File: src/rtl/imem_arbiter.sv
// Shares the single instruction-memory read port between fetch and the loader.
// Fetch has fixed priority; a loader denied MAX_WAIT cycles in a row gets forced priority.
module imem_arbiter #(
    parameter int unsigned ADDR_W   = 12,
    parameter int unsigned DATA_W   = 32,
    parameter int unsigned MAX_WAIT = 4
) (
    input  logic              clk,
    input  logic              reset,
    input  logic              f_req_i,
    input  logic [ADDR_W-1:0] f_addr_i,
    output logic              f_gnt_o,
    output logic              f_rvalid_o,
    output logic [DATA_W-1:0] f_rdata_o,
    input  logic              l_req_i,
    input  logic [ADDR_W-1:0] l_addr_i,
    output logic              l_gnt_o,
    output logic              l_rvalid_o,
    output logic [DATA_W-1:0] l_rdata_o,
    output logic [ADDR_W-1:0] mem_addr_o,
    input  logic [DATA_W-1:0] mem_data_i
);

    typedef enum logic [1:0] {StIdle, StFOwn, StLOwn} state_e;

    localparam logic [3:0] MaxWait = 4'(MAX_WAIT);

    state_e            state_q, state_d;
    logic [3:0]        wait_cnt_q, wait_cnt_d;
    logic [ADDR_W-1:0] addr_hold_q, addr_hold_d;
    logic              force_l;

    always_ff @(posedge clk or posedge reset) begin
        if (reset) begin
            state_q     <= StIdle;
            wait_cnt_q  <= '0;
            addr_hold_q <= '0;
        end else begin
            state_q     <= state_d;
            wait_cnt_q  <= wait_cnt_d;
            addr_hold_q <= addr_hold_d;
        end
    end

    // Grants depend only on requests and registered state, never on mem_data_i.
    assign force_l = (wait_cnt_q == MaxWait);

    always_comb begin
        l_gnt_o = l_req_i & (force_l | ~f_req_i);
        f_gnt_o = f_req_i & ~l_gnt_o;
    end

    always_comb begin
        state_d     = StIdle;
        wait_cnt_d  = wait_cnt_q;
        addr_hold_d = addr_hold_q;

        if (f_gnt_o) begin
            state_d     = StFOwn;
            addr_hold_d = f_addr_i;
        end else if (l_gnt_o) begin
            state_d     = StLOwn;
            addr_hold_d = l_addr_i;
        end

        if (l_gnt_o || !l_req_i) begin
            wait_cnt_d = '0;
        end else if (wait_cnt_q < MaxWait) begin
            wait_cnt_d = wait_cnt_q + 4'd1;
        end
    end

    always_comb begin
        f_rvalid_o = 1'b0;
        l_rvalid_o = 1'b0;
        unique case (state_q)
            StFOwn:  f_rvalid_o = 1'b1;
            StLOwn:  l_rvalid_o = 1'b1;
            default: ;
        endcase

        f_rdata_o = f_rvalid_o ? mem_data_i : '0;
        l_rdata_o = l_rvalid_o ? mem_data_i : '0;

        if (f_gnt_o) begin
            mem_addr_o = f_addr_i;
        end else if (l_gnt_o) begin
            mem_addr_o = l_addr_i;
        end else begin
            mem_addr_o = addr_hold_q;
        end
    end

endmodule

File: config.mk
export PLATFORM = sky130hd
export DESIGN_NAME = imem_arbiter
export DESIGN_NICKNAME = d
export VERILOG_FILES = /design/src/rtl/imem_arbiter.sv
export SDC_FILE = /design/constraint.sdc
export NUM_CORES = 1
export LEC_CHECK = 0
export CAP_MARGIN = 20
export CELL_PAD_IN_SITES_DETAIL_PLACEMENT = 0
export CELL_PAD_IN_SITES_GLOBAL_PLACEMENT = 1
export CORE_MARGIN = 2
export CORE_UTILIZATION = 19
export DETAILED_ROUTE_END_ITERATION = 12
export PLACE_DENSITY_LB_ADDON = 0.3
export SLEW_MARGIN = 20
export SYNTH_ARGS = -nofsm -noshare
export SYNTH_HDL_FRONTEND = slang
export SYNTH_SLANG_ARGS = --single-unit
File: constraint.sdc
create_clock -name clk -period 2.6 [get_ports clk]
set_input_delay 0.39 -clock clk [delete_from_list [all_inputs] [get_ports clk]]
set_output_delay 0.39 -clock clk [all_outputs]
set_load 0.05 [all_outputs]
==> impl_results.md <==
* CORE AREA at 0.00639 mm^2
* Final GP Congestion at 0.722
* Starting Density at 19.7%
* Slew HR at 52.3%
* Synth unique cells at 18
* Critical Path Start: l_req_i
* CTS max path bufs at 2
* Max layer used: met4
* Share of cells above drive strength 1 at 34.2%
* Post-Syn Nets at 204
* WL/cell at 13.7 um
* Final period util at 92.1%
* Commonest non-fill, non-tap cell in the layout: buf_12
* Setup TNS at 0 ns
* Global route total overflow at 0
* Fillers at 523
* WP data arrival at 2.00 ns
* Cts bufs inserted at 3
* Vias in the first global route at 1483
* HP Class: in -> async
* Critical path type: in -> out
* Layout area overhead at 182%
* Initial antenna violation count at 0
* Max FO, Critical Path at 12
* Clock transition at the registers of the reported paths at 0.07 ns
* Routed vias at 1506
* Final nets at 342
* First-pass GRT wire length at 7650 um
* Pwr/cell area at 339 mW/mm^2
* Status: completed
* WL met1 at 2090 um
* ANT nets after route at 0
* Clock latency on the worst-skew pair at 0.26 ns
* Final worst path period need at 2.39 ns
* Actual slew at the worst max-slew pin at 0.715 ns
* TritonCTS clock tree: yes
* First drt pass iteration count at 4
* Sink Count at 18
* Synth warn at 0
* Pin count of the biggest net entering global routing at 34
* Row count at 29
* Max-cap check violation count at 0
* Part of the power in combinational logic at 57.9%
* Hold buffers post-CTS at 0
* All-layer global routing usage at 12.9%
* P_int at 0.753 mW
* # diodes at 0
* FF/Latch Area at 450 um^2
* Metal3 WL at 510 um
* Remaining DRCs at 0
* RR Startpoint: wait_cnt_q[0]
* Fmax at 0.418 GHz
* Critical Path RT at 2.21 ns
* Die width at 85.5 um
* Routed WL at 4850 um
* Maximum VDD drop at 0.387 mV
* Sequential share of the synthesized area at 35.7%
* Post-DR vias/cell at 4.24
* Multi-input gate area at 754 um^2
* Sw frac at 37.4%
* CP endpoint kind: output pin
* Synthesized instance count at 142
* Synth Area per Inst at 8.88 um^2
* Die area at 0.00731 mm^2
* Pins Over Slew Limit at 0
* Root buffer cell: clkbuf_8
* Clock network power share at 16.6%
* Post-CTS Setup Inserts at 0
* Post-CTS Resized at 0
* # setup viols final at 0
* Sequential Power Share at 25.5%
* DRT iter0 DRCs at 44
* Routed wl met2 at 2210 um
* Most frequent cells in the layout: 78 x buf_12, 76 x and2_1, 59 x clkdlybuf4s50_1
* Ports at 140
* H-tree depth at 1
* RSZ-0062 raised after global routing: no
* Final hold vios at 0
* Synth Cell Area at 0.00126 mm^2
* Pre-CTS setup slack at 0.166 ns
* Startpoint Class: input pin
* Clock skew at 0.00439 ns
* Post-DP HPWL at 3860 um
* #FFs+latches synth at 18
* Leak at 1.54 nW
* Die Y at 85.5 um
* P_sw at 0.450 mW
* Worst setup margin at 0.206 ns
* PortBufs at 139
## flip-flops by register name, indices dropped and copies added (netlist names)
name and count:
state_q 2, addr_hold_q 12, wait_cnt_q 4
## metrics by stage
step	utilization, %	area, um^2	instances	total power, mW	hold slack (ns)
after floorplan	-	1260	142	0.621	0.329
after global placement	55.0	3510	352	1.01	0.552
after detailed placement	55.0	3510	352	1.01	0.563
after CTS	55.6	3550	355	1.21	0.572
after global routing	55.6	3550	355	1.25	0.619
final	55.6	3550	355	1.20	0.547
## kinds of logic (layout without fill, tap and decap cells)
family	after synthesis	in the layout	share of synthesized area (%)
AND/OR/NAND/NOR	88	88	44.1
adder cells (fa/ha/maj)	2	2	1.98
AO/OA/AOI/OAI	20	20	13.3
buffers and inverters	14	150	4.86
flip-flops	18	18	35.7
## critical path: stages
cell,delay (ns)
clkdlybuf4s50_1,0.52
nor2_1,0.53
and2_1,0.23
a221o_1,0.18
buf_12,0.15
## final cells by class
cell class,instances,area share [%]
Sequential cell,18,12.7
Clock buffer,3,1.16
Timing Repair Buffer,142,61.7
Multi-Input combinational cell,110,21.2
Tap cell,77,2.71
Inverter,5,0.529
## per-layer routing
| metal | global-route usage (%) | up-vias |
|---|---|---|
| met1 | 17.5 | 668 |
| li1 | - | 738 |
| met4 | 2.60 | 0 |
| met5 | 0 | - |
| met2 | 20.4 | 97 |
| met3 | 3.79 | 3 |
## synth_stat cells
| library cell | n | area [um^2] |
|---|---|---|
| a21oi_1 | 3 | 15.0 |
| a221o_1 | 9 | 90.1 |
| a221o_2 | 3 | 33.8 |
| and2_1 | 76 | 475 |
| and2_4 | 1 | 8.76 |
| and3_2 | 1 | 7.51 |
| buf_2 | 1 | 5.00 |
| buf_6 | 1 | 11.3 |
| clkbuf_1 | 7 | 26.3 |
| dfrtp_1 | 18 | 450 |
| ha_1 | 2 | 25.0 |
| inv_1 | 5 | 18.8 |
| nand2_1 | 4 | 15.0 |
| nand4b_4 | 1 | 23.8 |
| nor2_1 | 2 | 7.51 |
| nor2b_1 | 3 | 18.8 |
| o21ai_0 | 4 | 20.0 |
| o21ai_2 | 1 | 8.76 |
## power groups by stage
stage,clock network (mW),registers [mW],logic [mW]
2_1_floorplan,0,0.310,0.311
3_3_place_gp,0,0.313,0.699
3_5_place_dp,0,0.311,0.702
4_1_cts,0.204,0.306,0.703
5_1_grt,0.213,0.309,0.727
6_report,0.200,0.306,0.696
## worst paths after layout
| check | depth (start not counted) | slack, ns | endpoint |
|---|---|---|---|
| setup / recovery | 5 | 0.21 | mem_addr_o[10] |
| hold / removal | 2 | 0.55 | addr_hold_q[1] |
| setup reg to reg | 6 | 0.98 | addr_hold_q[0] |
| hold reg to reg | 2 | 0.56 | wait_cnt_q[1] |
| max in group asynchronous | 2 | 1.60 | addr_hold_q[9] |
| min in group clk | 2 | 0.56 | wait_cnt_q[1] |
Note: power is estimated with default switching activity, not from simulation.
